**src/rtl/osfm_pkg.sv**
```systemverilog
// Shared types and default parameter values for the operand-shifted fixed-point multiplier.
package osfm_pkg;

    // Per-transaction multiply mode
    typedef enum logic {
        OSFM_EXACT  = 1'b0,
        OSFM_APPROX = 1'b1
    } osfm_mode_e;

    localparam int OSFM_WIDTH  = 16;
    localparam int OSFM_IWIDTH = 8;
    localparam int OSFM_FRAC   = 8;
    localparam int OSFM_STEP   = 2;
    localparam int OSFM_CNTW   = 16;
    localparam int OSFM_STAGES = 3;

endpackage

```
**src/rtl/osfm_operand_shifter.sv**
```systemverilog
// Picks the smallest STEP-aligned right shift that makes an operand fit the
// inner multiplier, and returns the kept IWIDTH-bit window plus the shift.
module osfm_operand_shifter #(
    parameter int WIDTH  = 16,
    parameter int IWIDTH = 8,
    parameter int STEP   = 2,
    parameter int SW     = 4
) (
    input  logic [WIDTH-1:0]  x,
    output logic [IWIDTH-1:0] xs,
    output logic [SW-1:0]     s
);

    localparam int NSTEP = (WIDTH - IWIDTH) / STEP;

    // Scan from the largest shift down so the last hit is the smallest fitting shift
    always_comb begin
        s = SW'(WIDTH - IWIDTH);
        for (int k = NSTEP; k >= 0; k--) begin
            if (((x >> (k * STEP)) >> IWIDTH) == '0)
                s = SW'(k * STEP);
        end
        xs = IWIDTH'(x >> s);
    end

endmodule

```
**src/rtl/osfm_pipe.sv**
```systemverilog
// Three-stage unsigned fixed-point multiplier with an exact full-width path and
// an approximate operand-shifted IWIDTH x IWIDTH path, selected per transaction.
module osfm_pipe
    import osfm_pkg::*;
#(
    parameter int WIDTH  = OSFM_WIDTH,
    parameter int IWIDTH = OSFM_IWIDTH,
    parameter int FRAC   = OSFM_FRAC,
    parameter int STEP   = OSFM_STEP,
    parameter int CNTW   = OSFM_CNTW
) (
    input  logic             clk,
    input  logic             rst,
    input  logic             in_valid,
    output logic             in_ready,
    input  logic [WIDTH-1:0] in_a,
    input  logic [WIDTH-1:0] in_b,
    input  logic             in_mode,
    output logic             out_valid,
    input  logic             out_ready,
    output logic [WIDTH-1:0] out_r,
    output logic             out_sat,
    input  logic             cnt_clr,
    output logic [CNTW-1:0]  approx_cnt
);

    localparam int PW     = 2 * WIDTH;
    localparam int SW     = $clog2(WIDTH - IWIDTH + 1);
    localparam int STAGES = OSFM_STAGES;

    logic                advance;
    logic                accept;
    logic [STAGES:1]     vld_pipe;

    logic [IWIDTH-1:0]   ax_in, bx_in;
    logic [SW-1:0]       sa_in, sb_in;
    logic                approx_hit;

    logic [WIDTH-1:0]    s1_a, s1_b;
    logic [IWIDTH-1:0]   s1_ax, s1_bx;
    logic [SW-1:0]       s1_sa, s1_sb;
    osfm_mode_e          s1_mode;

    logic [2*IWIDTH-1:0] core_p;
    logic [SW:0]         sh_sum;
    logic [PW-1:0]       approx_p, exact_p;
    logic [PW-1:0]       s2_p;
    logic                s2_ovf;

    // Global stall: everything moves only when the output slot can drain
    assign advance   = !out_valid || out_ready;
    assign in_ready  = advance;
    assign accept    = in_valid && in_ready;
    assign out_valid = vld_pipe[STAGES];

    osfm_operand_shifter #(.WIDTH(WIDTH), .IWIDTH(IWIDTH), .STEP(STEP), .SW(SW)) u_shift_a (
        .x  (in_a),
        .xs (ax_in),
        .s  (sa_in)
    );

    osfm_operand_shifter #(.WIDTH(WIDTH), .IWIDTH(IWIDTH), .STEP(STEP), .SW(SW)) u_shift_b (
        .x  (in_b),
        .xs (bx_in),
        .s  (sb_in)
    );

    assign approx_hit = accept && (in_mode == OSFM_APPROX) && (sa_in != '0 || sb_in != '0);

    // Valid shift register; bubbles travel with the data
    always_ff @(posedge clk or posedge rst) begin
        if (rst)
            vld_pipe <= '0;
        else if (advance)
            vld_pipe <= {vld_pipe[STAGES-1:1], in_valid};
    end

    // S1: capture raw operands for the exact path and shifted windows for the approximate path
    always_ff @(posedge clk or posedge rst) begin
        if (rst) begin
            s1_a    <= '0;
            s1_b    <= '0;
            s1_ax   <= '0;
            s1_bx   <= '0;
            s1_sa   <= '0;
            s1_sb   <= '0;
            s1_mode <= OSFM_EXACT;
        end else if (accept) begin
            s1_a    <= in_a;
            s1_b    <= in_b;
            s1_ax   <= ax_in;
            s1_bx   <= bx_in;
            s1_sa   <= sa_in;
            s1_sb   <= sb_in;
            s1_mode <= osfm_mode_e'(in_mode);
        end
    end

    // Narrow core plus re-alignment, and the separate full-width product
    assign core_p   = (2*IWIDTH)'(s1_ax) * (2*IWIDTH)'(s1_bx);
    assign sh_sum   = {1'b0, s1_sa} + {1'b0, s1_sb};
    assign approx_p = PW'(core_p) << sh_sum;
    assign exact_p  = PW'(s1_a) * PW'(s1_b);

    // S2: register the product chosen by the registered mode
    always_ff @(posedge clk or posedge rst) begin
        if (rst)
            s2_p <= '0;
        else if (advance && vld_pipe[1])
            s2_p <= (s1_mode == OSFM_APPROX) ? approx_p : exact_p;
    end

    // Anything at or above 2^(FRAC+WIDTH) cannot be represented after dropping FRAC bits
    assign s2_ovf = |(s2_p >> (FRAC + WIDTH));

    // S3: truncate or saturate; held while the consumer stalls
    always_ff @(posedge clk or posedge rst) begin
        if (rst) begin
            out_r   <= '0;
            out_sat <= 1'b0;
        end else if (advance && vld_pipe[2]) begin
            out_r   <= s2_ovf ? '1 : s2_p[FRAC+WIDTH-1:FRAC];
            out_sat <= s2_ovf;
        end
    end

    // Count accepted transactions that actually lost low operand bits; clear beats increment
    always_ff @(posedge clk or posedge rst) begin
        if (rst)
            approx_cnt <= '0;
        else if (cnt_clr)
            approx_cnt <= '0;
        else if (approx_hit && approx_cnt != '1)
            approx_cnt <= approx_cnt + 1'b1;
    end

endmodule

```
**config.mk**
```make
export PLATFORM = sky130hd
export DESIGN_NAME = osfm_pipe
export DESIGN_NICKNAME = d
export VERILOG_FILES = /design/src/rtl/osfm_pkg.sv /design/src/rtl/osfm_operand_shifter.sv /design/src/rtl/osfm_pipe.sv
export SDC_FILE = /design/constraint.sdc
export NUM_CORES = 1
export LEC_CHECK = 0
export ABC_AREA = 1
export CORE_MARGIN = 2
export CORE_UTILIZATION = 35
export DETAILED_ROUTE_END_ITERATION = 8
export GPL_TIMING_DRIVEN = 0
export HOLD_SLACK_MARGIN = 0.03
export SETUP_SLACK_MARGIN = 0.4
export SYNTH_ARGS = -nofsm -noshare
export SYNTH_HDL_FRONTEND = slang
export SYNTH_SLANG_ARGS = --single-unit
```
**constraint.sdc**
```tcl
create_clock -name clk -period 5.9 [get_ports clk]
set_input_delay 0.59 -clock clk [delete_from_list [all_inputs] [get_ports clk]]
set_output_delay 0.59 -clock clk [all_outputs]
set_load 0.02 [all_outputs]
```
=== Word level (Yosys, flattened, before mapping) ===
Index checks and enable logic that the tools add are counted.

* Add/sub/neg operators: 2
* Multiply operators: 2
* Eq/ne operators: 1
* Shift-type cells: 3
* Mux-type cells: 12
* Reductions and logical operators: 21

{| class="wikitable"
|+ Operator list
! cell !! count
|-
| 16-bit logical NOT || 8
|-
| 16-bit two-way mux || 3
|-
| 16-bit by 16-bit multiplier with 32-bit output || 1
|-
| 32-bit two-way mux || 1
|-
| 4-bit two-way mux || 8
|-
| 16-bit by 5-bit << shifter with 32-bit output || 1
|-
| 16-bit by 4-bit >> shifter with 8-bit output || 2
|-
| 16-bit by 1-bit adder with 16-bit output, second input constant || 1
|-
| 8-bit by 8-bit multiplier with 16-bit output || 1
|-
| 16-bit inequality test, second input constant || 1
|-
| 4-bit nonzero test || 2
|-
| 8-bit OR reduction || 1
|-
| 1-bit logical AND || 6
|-
| 4-bit by 4-bit adder with 5-bit output || 1
|-
| 1-bit logical OR || 2
|-
| 2-bit nonzero test || 1
|-
| 1-bit logical NOT || 1
|}

* Flip-flop bits (word level): 125
* Input bits: 38
* Logic and storage cells: 53

=== Longest topological paths before layout ===
Gate-level depths: netlist (run 1).

* Depth after elaboration: 11
* Mapped depth: 30
* Mapped depth without buffers: 28

=== Cells and area by module ===
Synthesis (run 1) repeated with hierarchy kept, for this count alone.

* Cells, all modules: 2591
* Area, all modules: 18302.6 sq um

{| class="wikitable"
|+ Modules (own cells, without submodules)
! module !! instances !! cells an instance !! area an instance (sq um) !! seq. area each (sq um)
|-
| osfm_pipe || 1 || 2423 || 17321.6 || 2927.8
|-
| osfm_operand_shifter || 2 || 84 || 490.5 || 0.0
|}

=== Worst setup path before layout (run 1) ===
Ideal clock, no wire load.

* Path kind: reg-to-reg
* Start: register s1_a[7]
* End: register s2_p[31]
* Library setup time: 0.117 ns
* Arrival: 5.342 ns
* Required time: 5.783 ns
* Path slack: 0.441 ns
* Cell stages (with the launch flop): 29
* Buffers on the path: 2
* Period minus slack after synthesis: 5.459 ns
* Cell sequence: dfrtp_1 -> clkbuf_1 -> clkbuf_1 -> nand2_1 -> fa_1 -> inv_1 -> fa_1 -> inv_1 -> fa_1 -> inv_1 -> fa_1 -> fa_1 -> inv_1 -> fa_1 -> inv_1 -> ha_1 -> nand2_1 -> nor2_1 -> inv_1 -> nor3_1 -> nand2_1 -> nand2_1 -> nand2_1 -> nand2_1 -> nand2_1 -> nand3_1 -> nand2_1 -> nand2_1 -> nand2_1

* Cells in the longest elaborated chain, start to end: 2

{| class="wikitable"
|+ Ends and longest elaborated chain
! item !! line !! text
|-
| from (decl) || osfm_pipe.sv:39 || <nowiki>logic [WIDTH-1:0] s1_a, s1_b;</nowiki>
|-
| from (signal assigned) || osfm_pipe.sv:89 || <nowiki>s1_a <= in_a;</nowiki>
|-
| 16-bit by 16-bit multiplier with 32-bit output || osfm_pipe.sv:103 || <nowiki>assign exact_p = PW'(s1_a) * PW'(s1_b);</nowiki>
|-
| 32-bit two-way mux || osfm_pipe.sv:110 || <nowiki>s2_p <= (s1_mode == OSFM_APPROX) ? approx_p : exact_p;</nowiki>
|-
| to (signal assigned) || osfm_pipe.sv:110 ||
|-
| to (decl) || osfm_pipe.sv:47 || <nowiki>logic [PW-1:0] s2_p;</nowiki>
|}

Every way passes these cells.
A chain may end at the register's enable or synchronous reset.

=== Worst setup path in the final report (run 1) ===
* Start: register s1_a[7]
* End: register s2_p[21]

Same word-level chain as after synthesis.

==> flow_summary.yaml, run 1 <==
route:
  avgRoutedWirePerCell_um: 16.8
  firstDrtPassIters: 8
  ant_nets: 0
  num_vias: 16599
  viasPerCell: 4.94
  drc: 0
  initialDrtViolationCount: 1032
  detail_route.wirelength_um: 56600
synth:
  ys_ff_latch: 115
  synth_top_area_frac: 0.258
  yosysSeqAreaShare: 0.161
  synth_edf_count: 0
  synth_area_um2: 17900
  synth_top_cell_by_area: "fa_1"
  avgSynthCellArea_um2: 7.10
  ys_types: 56
  syn_nets: 2925
  synthArstFlopShare: 1.00
  netlist_top_cells_area: "fa_1, dfrtp_1, nand2_1"
  synth_flop_cell: "dfrtp_1"
  ys_top_cells_by_count: "nand2_1, inv_1, fa_1"
  synth.most_common_cell: "nand2_1"
  yosysWarningCount: 0
  synthCells: 2516
place:
  place_congestion: 0.931
  place_hpwl_um: 45000
  io_buffers: 72
setup_path:
  crit_fanout: 6
  cp.arrival_ns: 5.97
  slowest_stage: "fa_2"
  worstPathRequired_ns: 6.19
  cpMostUsedCell: "fa_1"
  critPathKind: "reg -> reg"
  max_stage_delay_ns: 0.58
  start_kind: "flop"
  crit_path_end_kind: "flop"
timing:
  hold_violations: 0
  rsz0062_at_grt: "true"
  skew_ns: 0.0118
  final_max_slew_viol_count: 0
  setup_tns_ns: 0
  worst-slew-pin-transition_ns: 0.848
  fin_hold_ws_ns: 0.471
  period_minus_slack_ns: 5.68
  finalCritPeriodShare: 0.963
  setup_viol: 0
  maxSlewHeadroom: 0.435
  max_freq_mhz: 176
run_status:
  status: "complete, no violations"
floorplan:
  die_h_um: 230
  fp-row-count: 82
  fp.dieW_um: 230
  die-area_um2: 52900
  coreArea_um2: 50300
  io_pins: 73
  start_util: 0.356
grt:
  overflow: 0
  grt_usage: 0.220
  antenna_found_initial: 0
  grt_start_max_net_pins: 61
  grt_pass1_wl_um: 91700
  grt_pass1_vias: 17253
clock_network:
  cts_max_level: 4
  clkSinkCount: 115
  cts_tree: "built"
  ctsRootBufferMaster: "clkbuf_16"
  cts_inserted_buffers: 17
  clock_path_buffers: 2
  clkTransAtPathRegs_ns: 0.06
  worstSkewPairLatency_ns: 0.44
run:
  cap_viol_max_count: 0
final_layout:
  n_antenna_cell: 0
  fin_nets: 3085
  drive_gt1_frac: 0.152
  area_growth_pct: 24.6
  final_core_util: 0.443
  fillers: 5081
worst_hold_path:
  hold_path_class: "reg -> reg"
[final cells by class]
cell class	instances	area, um2	share of cell area
Buffer	121	1270	0.0571
Clock buffer	19	453	0.0203
Clock inverter	13	100	0.00449
Inverter	578	2200	0.0988
Multi-Input combinational cell	1702	13200	0.594
Sequential cell	115	2880	0.129
Tap cell	672	841	0.0377
Timing Repair Buffer	141	1290	0.0579
[metrics by stage]
stage,setup slack (ns),instance area [um2],instances
finish,0.218,22300,3361
global route,0.0589,22300,3361
CTS,0.250,21600,3336
global placement,-0.938,19400,3260
floorplan,0.441,17900,2516
detailed placement,-0.923,19500,3261
[flip-flops by register name (all words and copies together), names as in the netlist]
register    flops
s1_mode         1
s1_sa           3
approx_cnt     16
s1_b           16
out_sat         1
s2_p           24
s1_bx           8
s1_a           16
s1_sb           3
out_r          16
s1_ax           8
vld_pipe        3
[path summary, 6_finish.rpt]
check | from | to | slack [ns] | cells past startpoint
setup / recovery | s1_a[7] | s2_p[21] | 0.22 | 25
hold / removal | vld_pipe[2] | vld_pipe[3] | 0.47 | 2
setup reg to reg | s1_a[7] | s2_p[21] | 0.22 | 25
hold reg to reg | vld_pipe[2] | vld_pipe[3] | 0.47 | 2
max in group asynchronous | rst | out_r[0] | 4.63 | 3
min in group asynchronous | rst | s1_sb[2] | 0.60 | 2
[logic make-up after synthesis]
group                      synth area share
buffers and inverters                 0.151
AOI/OAI and AO/OA                    0.0682
DFF                                   0.161
and+or+nand+nor                       0.255
xor gates and xnor gates            0.00875
adders and majority gates             0.356
[timing repair]
| action | CTS | global route |
|---|---|---|
| endpoints found under the setup margin | 24 | 21 |
| endpoints found under the hold margin | 0 | 0 |
| hold buffers | 0 | 0 |
| gates cloned | 2 | 0 |
| pin swaps | 56 | 62 |
| setup buffers | 41 | 25 |
| resized for setup | 327 | 149 |
[cell usage in the layout, fill, tap and decap left out, types with 6 or more instances in the layout]
cell             count
dfrtp_1            115
o21ai_0             75
nand3_2             30
fa_1               217
clkdlybuf4s50_1     72
a21oi_1             56
a21oi_2             15
nand3b_1             8
buf_1                6
buf_4               67
a21oi_4              7
nor4_1               6
fa_2                13
ha_4                13
nand2_4             16
nand2_2             22
xor2_1              11
buf_2               13
nor2_4              14
clkbuf_16           34
nand4_1             26
nand2_1            695
buf_6               10
ha_1               128
clkbuf_8            25
o21ai_1             10
clkbuf_1            34
inv_2               35
nor3_1               9
nor2_2              14
o211ai_1             8
nand3_1            131
inv_1              534
buf_8               14
inv_6                7
or2_2                7
nor2_1             106
[critical path, delay by kind of cell (launching register included)]
kind                     cells  cell delay, ns
AND/OR/NAND/NOR              8            0.72
flip-flops                   1            0.36
AO/OA/AOI/OAI                3            0.49
buffers and inverters        7            0.53
adder cells (fa/ha/maj)      7            3.43
[routing by layer]
layer | wire length, um | share of wire | vias to the layer above | track usage
met5 | 0 | 0 | - | 0
met4 | 1700 | 0.030 | 0 | 0.0724
met3 | 2690 | 0.048 | 102 | 0.0250
met2 | 27900 | 0.49 | 450 | 0.383
met1 | 24300 | 0.43 | 8172 | 0.284
li1 | - | - | 7875 | -
Power of run 1 is left out: the tool's default activity adds up to more than one toggle a clock period on the data nets, which glitch-free logic cannot reach.
==> run 2: changes to the inputs <==
--- a/config.mk
+++ b/config.mk
@@ -6,11 +6,14 @@
 export NUM_CORES = 1
 export LEC_CHECK = 0
 export ABC_AREA = 1
+export CELL_PAD_IN_SITES_DETAIL_PLACEMENT = 0
+export CELL_PAD_IN_SITES_GLOBAL_PLACEMENT = 1
 export CORE_MARGIN = 2
 export CORE_UTILIZATION = 35
 export DETAILED_ROUTE_END_ITERATION = 8
 export GPL_TIMING_DRIVEN = 0
 export HOLD_SLACK_MARGIN = 0.03
+export PLACE_DENSITY_LB_ADDON = 0.1
 export SETUP_SLACK_MARGIN = 0.4
 export SYNTH_ARGS = -nofsm -noshare
 export SYNTH_HDL_FRONTEND = slang
==> flow_summary.yaml, run 2 (synthesis results as in run 1) <==
final_layout:
  area_growth_pct: 25.1
  final_area_um2: 22400
  stdcell_count: 3353
  layout_commonest_cell: "nand2_1"
  fillers: 5296
  largest_reg_flops: 24
  largest_register: "s2_p"
  final_core_util: 0.445
  fin_nets: 3077
  n_antenna_cell: 0
  final_cell_mix: "nand2_1, inv_1, fa_1"
  drive_gt1_frac: 0.155
place:
  place_area_um2: 19500
  pre_cts_ws_ns: -1.17
  place_hpwl_um: 48900
  dp_cells: 3261
  place_congestion: 0.903
  io_buffers: 72
timing:
  setup_viol: 0
  period_minus_slack_ns: 5.62
  max_freq_mhz: 178
  skew_ns: 0.00768
  hold_violations: 0
  worst-slew-pin-transition_ns: 0.946
  finalCritPeriodShare: 0.953
  setup_ws_ns: 0.277
  final_max_slew_viol_count: 0
  rsz0062_at_grt: "true"
  maxSlewHeadroom: 0.369
clock_network:
  worstSkewPairLatency_ns: 0.43
  ctsRootBufferMaster: "clkbuf_16"
  clkTransAtPathRegs_ns: 0.06
  cts_max_level: 4
  cts_tree: "built"
  cts_inserted_buffers: 17
  postCtsHoldBufs: 0
  clkSinkCount: 115
  clock_path_buffers: 2
grt:
  grt_start_max_net_pins: 59
  grt_pass1_wl_um: 97600
  grt_pass1_vias: 17457
  grt_usage: 0.239
  overflow: 0
  antenna_found_initial: 0
setup_path:
  critPathKind: "reg -> reg"
  cp.arrival_ns: 5.94
  worst-path-buf-inv: 6
  start_kind: "flop"
  crit_path_end_kind: "flop"
  crit_fanout: 10
  slowest_stage: "fa_2"
  max_stage_delay_ns: 0.60
  crit_family: "adder cells"
  worstPathRequired_ns: 6.22
route:
  initialDrtViolationCount: 908
  firstDrtPassIters: 7
  viasPerCell: 4.89
  detail_route.wirelength_um: 60800
  drc: 0
  num_vias: 16389
  ant_nets: 0
  avgRoutedWirePerCell_um: 18.1
floorplan:
  start_util: 0.356
  die_h_um: 230
  coreArea_um2: 50300
  die-area_um2: 52900
  fp.dieW_um: 230
  io_pins: 73
  fp-row-count: 82
worst_hold_path:
  hold_path_class: "reg -> reg"
run:
  cap_viol_max_count: 0
run_status:
  status: "complete, no violations"
run 2: final timing paths:
| check | startpoint | end | slack, ns | cells after the start |
|---|---|---|---|---|
| max | s1_a[10] | s2_p[24] | 0.28 | 25 |
| min | s2_p[27] | s2_p[27] | 0.47 | 2 |
| max in group asynchronous | rst | s2_p[29] | 4.59 | 3 |
| min reg2reg | s2_p[27] | s2_p[27] | 0.47 | 2 |
| min in group asynchronous | rst | s1_ax[0] | 0.63 | 2 |
| max reg2reg | s1_a[10] | s2_p[24] | 0.28 | 25 |
run 2: routing by layer:
layer | track usage | share of wire | wire length, um
met5 | 0 | 0 | 0
met4 | 0.0863 | 0.036 | 2170
met3 | 0.0218 | 0.035 | 2130
met2 | 0.433 | 0.51 | 31000
met1 | 0.294 | 0.42 | 25600
run 2: layout make-up:
cell class	instances	area (um2)	share of cell area
well taps	672	841	0.0376
clock inverters	13	161	0.00722
inverters	578	2200	0.0982
multi-input cells	1702	13300	0.593
clock buffers	19	433	0.0194
repair buffers	133	1280	0.0572
flip-flops and latches	115	2880	0.129
plain buffers	121	1310	0.0584
run 2: worst reg2reg max path: cells and delay by family, from the launching register on:
kind	cells	cell delay, ns
AOI/OAI and AO/OA	1	0.17
adders and majority gates	7	3.52
buffers and inverters	6	0.56
DFF	1	0.33
and+or+nand+nor	11	0.92
run 2: what timing repair did:
item                                    4_1_cts  5_1_grt
endpoints found under the setup margin       24       22
cloned                                        1        1
gates resized for setup                     354      148
pin swaps                                    66       97
endpoints found under the hold margin         0        0
buffers inserted                             44       14
run 2: stage by stage:
step | TNS [ns] | hold slack [ns]
after floorplan | 0 | 0.432
after global placement | -19.58 | 0.456
after detailed placement | -19.60 | 0.464
after CTS | 0 | 0.479
after global routing | 0 | 0.516
final | 0 | 0.475
Power of run 2 is left out for the same reason.
==> run 3: changes to the inputs <==
--- a/config.mk
+++ b/config.mk
@@ -5,16 +5,15 @@
 export SDC_FILE = /design/constraint.sdc
 export NUM_CORES = 1
 export LEC_CHECK = 0
-export ABC_AREA = 1
 export CELL_PAD_IN_SITES_DETAIL_PLACEMENT = 0
 export CELL_PAD_IN_SITES_GLOBAL_PLACEMENT = 1
 export CORE_MARGIN = 2
 export CORE_UTILIZATION = 35
+export CTS_CLUSTER_SIZE = 25
 export DETAILED_ROUTE_END_ITERATION = 8
 export GPL_TIMING_DRIVEN = 0
 export HOLD_SLACK_MARGIN = 0.03
 export PLACE_DENSITY_LB_ADDON = 0.1
-export SETUP_SLACK_MARGIN = 0.4
 export SYNTH_ARGS = -nofsm -noshare
 export SYNTH_HDL_FRONTEND = slang
 export SYNTH_SLANG_ARGS = --single-unit
==> flow_summary.yaml, run 3 <==
run_status:
  status: "finished, violations left"
  violations: "negative setup slack"
synth:
  synth_top_cell_by_area: "fa_1"
  synth.most_common_cell: "nand2_1"
  ys_ff_latch: 115
  synthCells: 1907
  synthArstFlopShare: 1.00
  avgSynthCellArea_um2: 8.64
  ys_top_cells_by_count: "nand2_1, inv_1, fa_1"
  netlist_top_cells_area: "fa_1, dfrtp_1, ha_1"
  synth_edf_count: 0
  synth_area_um2: 16500
  yosysWarningCount: 0
  yosysSeqAreaShare: 0.175
  synth_flop_cell: "dfrtp_1"
  syn_nets: 2316
  ys_types: 77
  synth_top_area_frac: 0.279
route:
  avgRoutedWirePerCell_um: 20.0
  num_vias: 13699
  detail_route.wirelength_um: 53500
  firstDrtPassIters: 4
  drc: 0
  initialDrtViolationCount: 740
  viasPerCell: 5.13
  ant_nets: 0
final_layout:
  fillers: 4711
  largest_register: "s2_p"
  regArea_um2: 2920
  fin_nets: 2460
  stdcell_count: 2671
  drive_gt1_frac: 0.121
  area_growth_pct: 20.3
  final_cell_mix: "nand2_1, inv_1, fa_1"
  largest_reg_flops: 24
  final_area_um2: 19800
  layout_commonest_cell: "nand2_1"
  multi_input_area_um2: 12600
timing:
  skew_ns: 0.0103
  maxSlewHeadroom: 0.401
  finalCritPeriodShare: 1.01
  max_freq_mhz: 168
  rsz0062_at_grt: "true"
  hold_violations: 0
  period_minus_slack_ns: 5.95
  setup_viol: 6
  final_max_slew_viol_count: 0
  worst-slew-pin-transition_ns: 0.893
  setup_ws_ns: -0.0521
  setup_tns_ns: -0.241
setup_path:
  crit_fanout: 5
  worstPathRequired_ns: 6.21
  rr_endpoint: "s2_p[28]"
  crit_path_end_kind: "flop"
  start_kind: "flop"
  reg2reg_from: "s1_b[4]"
  r2r_slack_ns: -0.05
  cp.arrival_ns: 6.26
  critPathKind: "reg -> reg"
  ff2ff_path_depth: 22
grt:
  grt_pass1_wl_um: 84000
  grt_pass1_vias: 14321
  grt_usage: 0.224
  grt_start_max_net_pins: 87
  antenna_found_initial: 1
  overflow: 0
floorplan:
  start_util: 0.354
  coreArea_um2: 46600
  fp-row-count: 79
  fp.dieW_um: 221
  die-area_um2: 48900
  io_pins: 73
  die_h_um: 221
place:
  dp_cells: 2582
  place_area_um2: 17900
  place_congestion: 0.874
  place_hpwl_um: 42500
  io_buffers: 67
clock_network:
  cts_max_level: 4
  clock_path_buffers: 2
  ctsRootBufferMaster: "clkbuf_16"
  cts_inserted_buffers: 17
  cts_tree: "built"
  worstSkewPairLatency_ns: 0.44
  clkSinkCount: 115
  clkTransAtPathRegs_ns: 0.06
worst_hold_path:
  min_to: "vld_pipe[3]"
  hold_depth: 2
  min_from: "vld_pipe[2]"
  hold_path_class: "reg -> reg"
run:
  cap_viol_max_count: 0
[run 3: changes by cell type after synthesis, sizes merged, moves of 24 or more]
cell   delta
nand2   -378
inv     -280
a21oi    -24
nor2     -58
and2    +146
mux2i    +27
nand3   -131
o21ai    -32
[run 3: what timing repair did]
item / CTS / global route
cloned: 0 / 0
setup buffers: 45 / 19
pin swaps: 23 / 46
endpoints found under the setup margin: 23 / 22
gates resized for setup: 161 / 74
hold buffers: 0 / 0
[run 3: cells by family after synthesis]
group,count (synthesis),share of synthesized area
AND/OR/NAND/NOR,684,0.193
buffers and inverters,391,0.0893
adder cells (fa/ha/maj),371,0.386
AO/OA/AOI/OAI,274,0.114
flip-flops,115,0.175
XOR/XNOR,41,0.0218
multiplexers,31,0.0213
[run 3: layout make-up]
cell class              count  share of cell area
clock inverters            14             0.00669
well taps                 607              0.0383
clock buffers              17              0.0214
inverters                 296              0.0563
flip-flops and latches    115               0.147
repair buffers            132              0.0645
multi-input cells        1401               0.634
diodes                      1            0.000126
plain buffers              88              0.0320
[run 3: layer usage]
layer	vias up	wire (um)	track usage
met5	-	0	0
met2	283	23600	0.346
met3	69	2680	0.0434
li1	6406	-	-
met1	6941	25200	0.313
met4	0	1920	0.0795
[run 3: stage by stage]
stage | util | hold WS [ns] | worst slack, ns
2_1_floorplan | - | 0.428 | 0.0828
3_3_place_gp | 0.385 | 0.454 | -1.37
3_5_place_dp | 0.386 | 0.458 | -1.38
4_1_cts | 0.418 | 0.470 | -0.00817
5_1_grt | 0.426 | 0.489 | -0.239
6_report | 0.426 | 0.465 | -0.0521
[run 3: worst max-delay path by stage]
stage,startpoint,end,slack [ns],cells past startpoint
final,s1_b[4],s2_p[28],-0.05,22
after global routing,s1_a[3],s2_p[30],-0.24,19
after CTS,s1_a[9],s2_p[18],-0.008,21
after detailed placement,s1_a[11],s2_p[31],-1.38,19
after global placement,s1_a[11],s2_p[31],-1.37,19
after floorplan,s1_b[7],s2_p[22],0.08,20
[run 3: critical path: stages (launching register included)]
cell,delay (ns)
dfrtp_2,0.43
buf_4,0.15
buf_4,0.14
and2_1,0.15
fa_1,0.55
inv_1,0.06
fa_2,0.56
fa_2,0.43
fa_1,0.50
inv_1,0.05
fa_1,0.49
inv_1,0.05
fa_1,0.47
inv_1,0.06
ha_4,0.24
nand4_1,0.14
a31oi_4,0.05
buf_12,0.16
o31a_4,0.38
and4b_1,0.24
or3_1,0.37
nand3_2,0.09
a21oi_1,0.06
Power of run 3 is left out for the same reason.
